### src/rtl/ahb_interconnect_rr.sv
// Multi-master bus interconnect with round-robin arbitration, pipelined address/data
// phases, slave decode with read-data/ready/response return mux and an error default slave.
module ahb_interconnect_rr #(
    parameter int NUM_MASTERS = 2,
    parameter int NUM_SLAVES  = 3,
    parameter int ADDR_W      = 16,
    parameter int DATA_W      = 32,
    parameter int SEL_W       = 2,
    parameter int BURST_MAX   = 4
) (
    input  logic                          clk,
    input  logic                          rst,
    input  logic [NUM_MASTERS-1:0]        m_req,
    input  logic [NUM_MASTERS*ADDR_W-1:0] m_addr,
    input  logic [NUM_MASTERS*2-1:0]      m_trans,
    input  logic [NUM_MASTERS-1:0]        m_write,
    input  logic [NUM_MASTERS*DATA_W-1:0] m_wdata,
    output logic [NUM_MASTERS-1:0]        m_grant,
    output logic [DATA_W-1:0]             m_rdata,
    output logic                          m_ready,
    output logic [1:0]                    m_resp,
    output logic [NUM_SLAVES-1:0]         s_sel,
    output logic [ADDR_W-1:0]             s_addr,
    output logic [1:0]                    s_trans,
    output logic                          s_write,
    output logic [DATA_W-1:0]             s_wdata,
    input  logic [NUM_SLAVES*DATA_W-1:0]  s_rdata,
    input  logic [NUM_SLAVES-1:0]         s_ready,
    input  logic [NUM_SLAVES*2-1:0]       s_resp
);

    localparam int OW = (NUM_MASTERS > 1) ? $clog2(NUM_MASTERS) : 1;
    localparam int BW = ($clog2(BURST_MAX) > 0) ? $clog2(BURST_MAX) : 1;
    localparam logic [BW-1:0]    BEAT_LAST = BW'(BURST_MAX - 1);
    localparam logic [SEL_W:0]   SLV_LIMIT = (SEL_W + 1)'(NUM_SLAVES);

    typedef enum logic [1:0] {
        D_IDLE,
        D_ERR1,
        D_ERR2
    } dflt_state_t;

    logic [NUM_MASTERS-1:0] grant_q;
    logic [NUM_MASTERS-1:0] next_grant;
    logic [OW-1:0]          owner;
    logic [BW-1:0]          beat_q;
    logic [OW-1:0]          d_owner;
    logic                   d_valid;
    logic [SEL_W-1:0]       d_slave;
    logic [SEL_W-1:0]       slv_idx;
    logic                   addr_active;
    logic                   mapped;
    logic                   unmapped_req;
    logic                   others_req;
    logic                   keep_owner;
    dflt_state_t            dflt_state;
    logic                   dflt_ready;
    logic                   dflt_err;

    assign m_grant = grant_q;

    always_comb begin
        owner = '0;
        for (int unsigned i = 0; i < NUM_MASTERS; i++) begin
            if (grant_q[i]) owner = OW'(i);
        end
    end

    // Address phase: one-hot AND-OR mux keyed by the grant
    always_comb begin
        s_addr  = '0;
        s_trans = '0;
        s_write = 1'b0;
        for (int unsigned i = 0; i < NUM_MASTERS; i++) begin
            if (grant_q[i]) begin
                s_addr  = m_addr[i*ADDR_W +: ADDR_W];
                s_trans = m_trans[i*2 +: 2];
                s_write = m_write[i];
            end
        end
    end

    assign slv_idx      = s_addr[ADDR_W-1 -: SEL_W];
    assign addr_active  = s_trans[1];
    assign mapped       = ({1'b0, slv_idx} < SLV_LIMIT);
    assign unmapped_req = addr_active && !mapped;

    always_comb begin
        s_sel = '0;
        for (int unsigned i = 0; i < NUM_SLAVES; i++) begin
            if (addr_active && slv_idx == SEL_W'(i)) s_sel[i] = 1'b1;
        end
    end

    always_comb begin
        s_wdata = '0;
        for (int unsigned i = 0; i < NUM_MASTERS; i++) begin
            if (d_owner == OW'(i)) s_wdata = m_wdata[i*DATA_W +: DATA_W];
        end
    end

    // Default slave takes precedence while its error sequence is running
    always_comb begin
        m_rdata = '0;
        m_ready = 1'b1;
        m_resp  = 2'b00;
        if (dflt_state != D_IDLE) begin
            m_ready = dflt_ready;
            m_resp  = {1'b0, dflt_err};
        end else if (d_valid) begin
            for (int unsigned i = 0; i < NUM_SLAVES; i++) begin
                if (d_slave == SEL_W'(i)) begin
                    m_rdata = s_rdata[i*DATA_W +: DATA_W];
                    m_ready = s_ready[i];
                    m_resp  = s_resp[i*2 +: 2];
                end
            end
        end
    end

    assign others_req = |(m_req & ~grant_q);
    assign keep_owner = m_req[owner] && (!others_req || beat_q < BEAT_LAST);

    always_comb begin
        int unsigned cand;
        logic        found;
        cand       = 0;
        found      = 1'b0;
        next_grant = grant_q;
        if (!keep_owner && |m_req) begin
            for (int unsigned k = 1; k <= NUM_MASTERS; k++) begin
                cand = 32'(owner) + k;
                if (cand >= NUM_MASTERS) cand = cand - NUM_MASTERS;
                if (!found && m_req[cand]) begin
                    next_grant       = '0;
                    next_grant[cand] = 1'b1;
                    found            = 1'b1;
                end
            end
        end
    end

    always_ff @(posedge clk or negedge rst) begin
        if (!rst) begin
            grant_q <= NUM_MASTERS'(1);
            beat_q  <= '0;
            d_owner <= '0;
            d_valid <= 1'b0;
            d_slave <= '0;
        end else if (m_ready) begin
            grant_q <= next_grant;
            if (next_grant != grant_q)
                beat_q <= '0;
            else if (addr_active && beat_q < BEAT_LAST)
                beat_q <= beat_q + 1'b1;
            d_owner <= owner;
            d_valid <= addr_active && mapped;
            d_slave <= slv_idx;
        end
    end

    // Two-cycle error response; keeps running while the bus is stalled in D_ERR1
    always_ff @(posedge clk or negedge rst) begin
        if (!rst) begin
            dflt_state <= D_IDLE;
            dflt_ready <= 1'b1;
            dflt_err   <= 1'b0;
        end else begin
            case (dflt_state)
                D_IDLE: begin
                    if (m_ready && unmapped_req) begin
                        dflt_state <= D_ERR1;
                        dflt_ready <= 1'b0;
                        dflt_err   <= 1'b1;
                    end
                end
                D_ERR1: begin
                    dflt_state <= D_ERR2;
                    dflt_ready <= 1'b1;
                    dflt_err   <= 1'b1;
                end
                D_ERR2: begin
                    if (unmapped_req) begin
                        dflt_state <= D_ERR1;
                        dflt_ready <= 1'b0;
                        dflt_err   <= 1'b1;
                    end else begin
                        dflt_state <= D_IDLE;
                        dflt_ready <= 1'b1;
                        dflt_err   <= 1'b0;
                    end
                end
                default: begin
                    dflt_state <= D_IDLE;
                    dflt_ready <= 1'b1;
                    dflt_err   <= 1'b0;
                end
            endcase
        end
    end

endmodule

### config.mk
export PLATFORM = sky130hd
export DESIGN_NAME = ahb_interconnect_rr
export DESIGN_NICKNAME = d
export VERILOG_FILES = /design/src/rtl/ahb_interconnect_rr.sv
export SDC_FILE = /design/constraint.sdc
export NUM_CORES = 1
export LEC_CHECK = 0
export ABC_CLOCK_PERIOD_IN_PS = 2900
export CORE_AREA = 3 3 118 120
export DETAILED_ROUTE_END_ITERATION = 8
export DIE_AREA = 0 0 121 123
export SYNTH_ARGS = -nofsm -noshare
export SYNTH_HDL_FRONTEND = slang
export SYNTH_SLANG_ARGS = --single-unit
### constraint.sdc
create_clock -name clk -period 2.9 [get_ports clk]
set_input_delay 0.87 -clock clk [delete_from_list [all_inputs] [get_ports clk]]
set_output_delay 0.87 -clock clk [all_outputs]
set_load 0.03 [all_outputs]
==> results.md, run 1 <==
* Crit. End Element: output port
* Sw Ratio at 50.8%
* Clk network pwr share at 6.5%
* Setup CP Type: in -> out
* Drt first pass iters at 4
* Avg Synthesized Cell Area at 7.27 µm²
* P_int at around 0.0021 W
* GPL Wtd Cong at between 0.7 and 0.8
* Yosys Warn Count at 0
* Max_slew headroom at between 60% and 70%
* Remaining antenna violation count at 0
* Slowest CP cell: clkdlybuf4s50_1
* Sequential area share after synthesis at 14.3%
* Max Slew Vio Count at 0
* CP cell instances: clkdlybuf4s50_1 -> a22oi_2 -> inv_1 -> nor3_2 -> buf_4
* Cell Pwr Density at 794 mW/mm²
* Remaining DRCs at 0
* Non-Filler Instances at 767
* Die Y at 123 µm
* Sequential share of power at 8.2%
* Final WS setup at 29.7 ps
* Clock Tree Buf Depth at 2
* Status: finished clean
* Worst r2r path cells at 5
* Critical path's largest stage delay at about 430 ps
* Dpl ws at -195 ps
* Final setup viols at 0
* Wire length per cell at 15.1 µm
* 1st-iter DRT viols at 42
* Fmax at 348 MHz
* Hold crit path type: reg -> reg
* Clock sinks at 12
* Worst Path Max Fanout at 3
* CTS tree: yes
* Crit start category: input pin
* H-tree Lvls at 1
* # rows at 42
* Initial cell density of the core at 16.2%
* Post-synth cell types at 38
* IO Port Bufs at 301
* Clock root cell: clkbuf_16
* Worst vdd ir at approximately 440 µV
* Die footprint at 0.0149 mm²
* Worst path required time at 2030 ps
* I/O Pins at 302
* Placed instance area at about 0.0053 mm²
* Final net count at about 800
* Via count at 3271
* Number of max-cap violations at 0
* CTS Buf Count at 3
* Antenna diode instance count at 0
* Estimated wirelength of the detail-placed design at 9820 µm
* Grt total ovfl at 0
* Ratio of cells with drive above 1 in the final layout at about 28%
* Routed Wire Length at approximately 12000 µm
* Clock transition at path regs at 40 ps
* Tot GR Track Use at 13.6%
* Worst hold stages at 2
* Number of global-route vias before repair at between 3000 and 4000
* Post-Syn Area at around 0.0021 mm²
* Combinational power share at around 85%
* Post-Syn Instances at 291
* Post-Route Utilization at 41.1%
* Largest net degree at the start of global routing at 34
* Clock Skews at 0.567 ps
* Vias/cell at 4.26
* Worst-skew pair later-pin latency at ~240 ps
* First-pass GRT wire length at between 15000 and 20000 µm
* Synthesized net count at 503
* Area growth, synth to finish at 154%
* Flip-flop and latch count after synthesis at 12
* Placed Instances at 764
* Initial antenna violation count at 0
* Worst Max-Slew Pin Slew at 553 ps
* Die W at 121 µm
* CORE AREA at between 0.01 and 0.015 mm²
* WP data arrival at 2000 ps
* Fin. Hold Viols at 0
* Period utilization at 99.0%
* Hold_ws at 490 ps
* Min Tclk post-route at 2870 ps
* Static Leakage at 2.28 nW
* Switch Pwr at 0.00217 W
* Design area at between 0.005 and 0.006 mm²
## timing repair
| action | 4_1_cts | 5_1_grt |
|---|---|---|
| pin swaps | 1 | 2 |
| hold buffers | 0 | 0 |
| resized for setup | 8 | 9 |
| endpoints found under the setup margin | 5 | 5 |
| setup buffers | 0 | 0 |
## worst paths after layout
check                           start    endpoint  slack [ps]
setup / recovery           m_addr[30]    s_sel[0]          30
hold / removal                d_valid     d_valid         490
setup reg to reg           m_grant[0]  dflt_ready         790
hold reg to reg               d_valid     d_valid         490
max in group asynchronous         rst  d_slave[0]        1510
min in group asynchronous         rst  m_grant[1]         990
## Yosys cell counts, drive strengths merged
cell type / count / area, µm²
nor3: 3 / 15.0
or2: 1 / 6.26
a21oi: 35 / 175
o31ai: 1 / 7.51
nand3b: 2 / 15.0
inv: 7 / 26.3
or3b: 2 / 17.5
mux2i: 35 / 350
o21bai: 1 / 7.51
or4: 1 / 7.51
a22oi: 2 / 15.0
mux2: 32 / 360
nor2: 71 / 267
o21a: 1 / 7.51
o21ai: 7 / 35.0
a31oi: 2 / 12.5
nor2b: 5 / 31.3
dfstp: 2 / 52.6
nor3b: 1 / 7.51
dfrtp: 10 / 250
a22o: 16 / 140
and2: 2 / 12.5
o22ai: 4 / 25.0
nand4: 2 / 12.5
clkbuf: 16 / 60.1
a21o: 2 / 15.0
nand2b: 3 / 18.8
nor4: 1 / 6.26
ha: 1 / 12.5
a221oi: 1 / 15.0
nand2: 10 / 37.5
o41ai: 1 / 27.5
buf: 11 / 66.3
## kinds of logic (layout without fill, tap and decap cells)
| logic type | after synthesis | after routing | synth area share (%) |
|---|---|---|---|
| AOI/OAI and AO/OA | 73 | 73 | 22.8 |
| muxes | 67 | 67 | 33.6 |
| DFF | 12 | 12 | 14.3 |
| and+or+nand+nor | 104 | 104 | 21.5 |
| adders and majority gates | 1 | 1 | 0.591 |
| buffers and inverters | 34 | 334 | 7.21 |
## worst max-delay path: cells and delay by family
kind | cells | cell delay, ps
AOI/OAI and AO/OA | 1 | 200
and+or+nand+nor | 1 | 210
buffers and inverters | 3 | 730
## final cells by class
type / instances / area [µm²]
Tap cell: 176 / 220
Inverter: 7 / 26.3
Timing Repair Buffer: 323 / 3030
Fill cell: 1290 / 7710
Sequential cell: 12 / 304
Multi-Input combinational cell: 245 / 1700
Clock buffer: 4 / 88.8
## placed cells by master (no fill, tap or decap), types with 2 or more instances in the layout
master           count
a21o_1               2
a21oi_1             35
a22o_1              16
a22oi_2              2
a31oi_1              2
and2_4               2
buf_12               6
buf_4              104
clkbuf_16            3
clkdlybuf4s50_1    208
dfrtp_1              9
dfstp_2              2
dlygate4sd2_1        3
inv_1                7
mux2_2              32
mux2i_1             35
nand2_1             10
nand2b_1             3
nand3b_1             2
nand4_1              2
nor2_1              71
nor2b_1              4
nor3_2               3
o21ai_0              6
o22ai_1              4
## metal layers
metal  track usage [%]  wire [µm]  vias up  part of all wire [%]
li1                  -          -     1632                     -
met1              14.5       4090     1454                    35
met2              26.2       5980      183                    52
met3              5.35       1490        2                    13
met4              1.27         24        0                  0.21
met5                 0          0        -                     0
## per-stage QoR
stage          power (W)  TNS [ps]
2_1_floorplan    0.00255      -326
3_3_place_gp     0.00395      -208
3_5_place_dp     0.00398      -236
4_1_cts          0.00429         0
5_1_grt          0.00455     -10.9
6_report         0.00427         0
## state kept, by name (all words and copies together), names as in the netlist
name	count
beat_q	2
d_slave	2
dflt_state	2
m_grant	2
d_owner	1
d_valid	1
dflt_err	1
dflt_ready	1
## power by group through the flow
stage | Sequential, W | Combinational, W | Clock [W]
3_5_place_dp | 0.000346 | 0.00363 | 0
6_report | 0.000348 | 0.00364 | 0.000277
2_1_floorplan | 0.000287 | 0.00227 | 0
3_3_place_gp | 0.000341 | 0.00361 | 0
5_1_grt | 0.000367 | 0.00389 | 0.000293
4_1_cts | 0.000347 | 0.00365 | 0.000286
No activity file was read; power rests on OpenSTA's default activity.
==> run 2, diff against run 1 <==
SETUP_SLACK_MARGIN = 0.4   (was unset)
SLEW_MARGIN = 10   (was unset)
==> run 2 against run 1 <==
Effect of this change:
- routed wire length grew 20%
- sequential power shrank 9.5%
- largest power group unchanged
- setup slack gained 210 ps
- via count grew 7.1%
- critical path type unchanged
- highest routed layer unchanged
- largest cell class unchanged
- hold slack lost 18 ps
==> results.md, run 2 (synthesized netlist as in run 1, its figures left out) <==
* Status: finished clean
* Crit. End Element: output port
* Power Total at 0.00559 W
* CTS Buf Count at 3
* Routed length on met3 at 1190 µm
* Setup tns final at 0 ps
* Fin. Hold Viols at 0
* I/O Pins at between 300 and 400
* GPL Wtd Cong at around 0.8
* Max layer used: met4
* Remaining DRCs at 0
* R2R setup slack at between 700 and 800 ps
* Post-Route Utilization at 48.5%
* Met2 WL post-DR at 7550 µm
* Post-CTS Hold Buffers at 0
* Slowest CP cell: o41ai_4
* CORE AREA at 0.0131 mm²
* Largest net degree at the start of global routing at 34
* H-tree Lvls at 1
* Clock sinks at 12
* CP Launch Point: s_ready[2]
* Met1 WL at roughly 4900 µm
* Initial cell density of the core at 16.2%
* CP cell instances: buf_6 -> o21a_4 -> o41ai_4 -> inv_2 -> buf_6
* Number of max-cap violations at 0
* Clock transition at path regs at 40 ps
* Worst path required time at 2030 ps
* Area growth, synth to finish at 200%
* Critical path's largest stage delay at 390 ps
* Die footprint at 0.0149 mm²
* Vias/cell at 4.42
* # rows at 42
* WP data arrival at 1790 ps
* Worst-skew pair later-pin latency at 240 ps
* Static Leakage at 3.01 nW
* First-pass GRT wire length at between 15000 and 20000 µm
* Setup CP Type: in -> out
* Crit start category: input pin
* Tot GR Track Use at 16.0%
* Final setup viols at 0
* Wire length per cell at ~18 µm
* Cell Pwr Density at 881 mW/mm²
* Die Y at 123 µm
* Commonest non-fill, non-tap cell in the layout: dlygate4sd2_1
* Top cell by count, worst path: buf_6
* Initial antenna violation count at 1
* Critical path endpoint: m_ready
* CTS tree: yes
* Ratio of cells with drive above 1 in the final layout at 44.2%
* 1st-iter DRT viols at 72
* Estimated wirelength of the detail-placed design at 10000 µm
* IO Port Bufs at between 300 and 400
* Clock root cell: clkbuf_16
* RSZ-0062 raised after global routing: true
* Drt first pass iters at 4
* Design area at 0.00634 mm²
* Worst Max-Slew Pin Slew at roughly 600 ps
* Die W at 121 µm
* Max_slew headroom at 60.1%
* Clock Skews at 1.22 ps
* Filler cells at 1286
* RR Startpoint: dflt_state[1]
* Period utilization at around nine tenths
* Placed instance area at 0.00533 mm²
* Worst Path Max Fanout at 2
* Worst vdd ir at 451 µV
* Final net count at 829
* Worst r2r path cells at 7
* Via count at 3503
* Hold crit path type: reg -> reg
* Most frequent cells in the layout: dlygate4sd2_1, buf_6, nor2_1
* Grt total ovfl at 0
* Fmax at around 380 MHz
* Min Tclk post-route at 2660 ps
* Remaining antenna violation count at 0
* Number of global-route vias before repair at 3590
* Max Slew Vio Count at 0
* Clock Tree Buf Depth at 2
* Routed Wire Length at 14000 µm
* R2R Path End: dflt_err
-- run 2: how the worst min path moves through the flow --
stage | start | to | slack, ps | cells past startpoint
global route | d_valid | d_valid | 510 | 2
floorplan | d_valid | d_valid | 440 | 2
global placement | d_valid | d_valid | 460 | 2
detailed placement | d_valid | d_valid | 470 | 2
CTS | d_valid | d_valid | 480 | 2
finish | d_valid | d_valid | 470 | 2
-- run 2: area by class of cell --
class | count | area [µm²] | area share [%]
Antenna cell | 1 | 2.50 | 0.0395
Clock buffer | 4 | 88.8 | 1.40
Inverter | 7 | 33.8 | 0.533
Multi-Input combinational cell | 245 | 2140 | 33.7
Sequential cell | 12 | 307 | 4.83
Tap cell | 176 | 220 | 3.47
Timing Repair Buffer | 348 | 3550 | 56.0
-- run 2: per-stage QoR --
step           setup slack, ps  hold WS (ps)  std cells
6_report                   240           471        793
5_1_grt                    192           507        793
4_1_cts                    212           481        777
3_5_place_dp              -177           472        758
3_3_place_gp              -174           460        758
2_1_floorplan              356           439        291
-- run 2: worst max-delay path: cells and delay by family --
kind / cells / cell delay, ps
compound gates: 2 / 590
buf+inv: 3 / 330
-- run 2: per-layer routing --
| metal | vias up | track usage (%) |
|---|---|---|
| met1 | 1602 | 17.5 |
| li1 | 1685 | - |
| met2 | 199 | 30.8 |
| met4 | 0 | 3.97 |
| met3 | 17 | 3.84 |
| met5 | - | 0 |
-- run 2: timing repair --
item | in CTS | in global routing
cloned | 3 | 6
buffers inserted | 12 | 9
endpoints found under the setup margin | 90 | 55
gates resized for setup | 355 | 73
endpoints found under the hold margin | 0 | 0
pin swaps | 93 | 55
-- run 2: power breakdown --
part	switching [W]	internal, W	total (W)	leakage (nW)
Combinational	0.00259	0.00240	0.00500	2.82
Clock	0.0000686	0.000208	0.000276	0.0442
Sequential	0.0000716	0.000244	0.000315	0.144
Total	0.00273	0.00285	0.00559	3.01
==> run 3, diff against run 2 <==
ABC_AREA = 0   (was unset)
==> results of run 3 <==
Same layout as run 2: the final DEF is identical, and so are final timing and power.
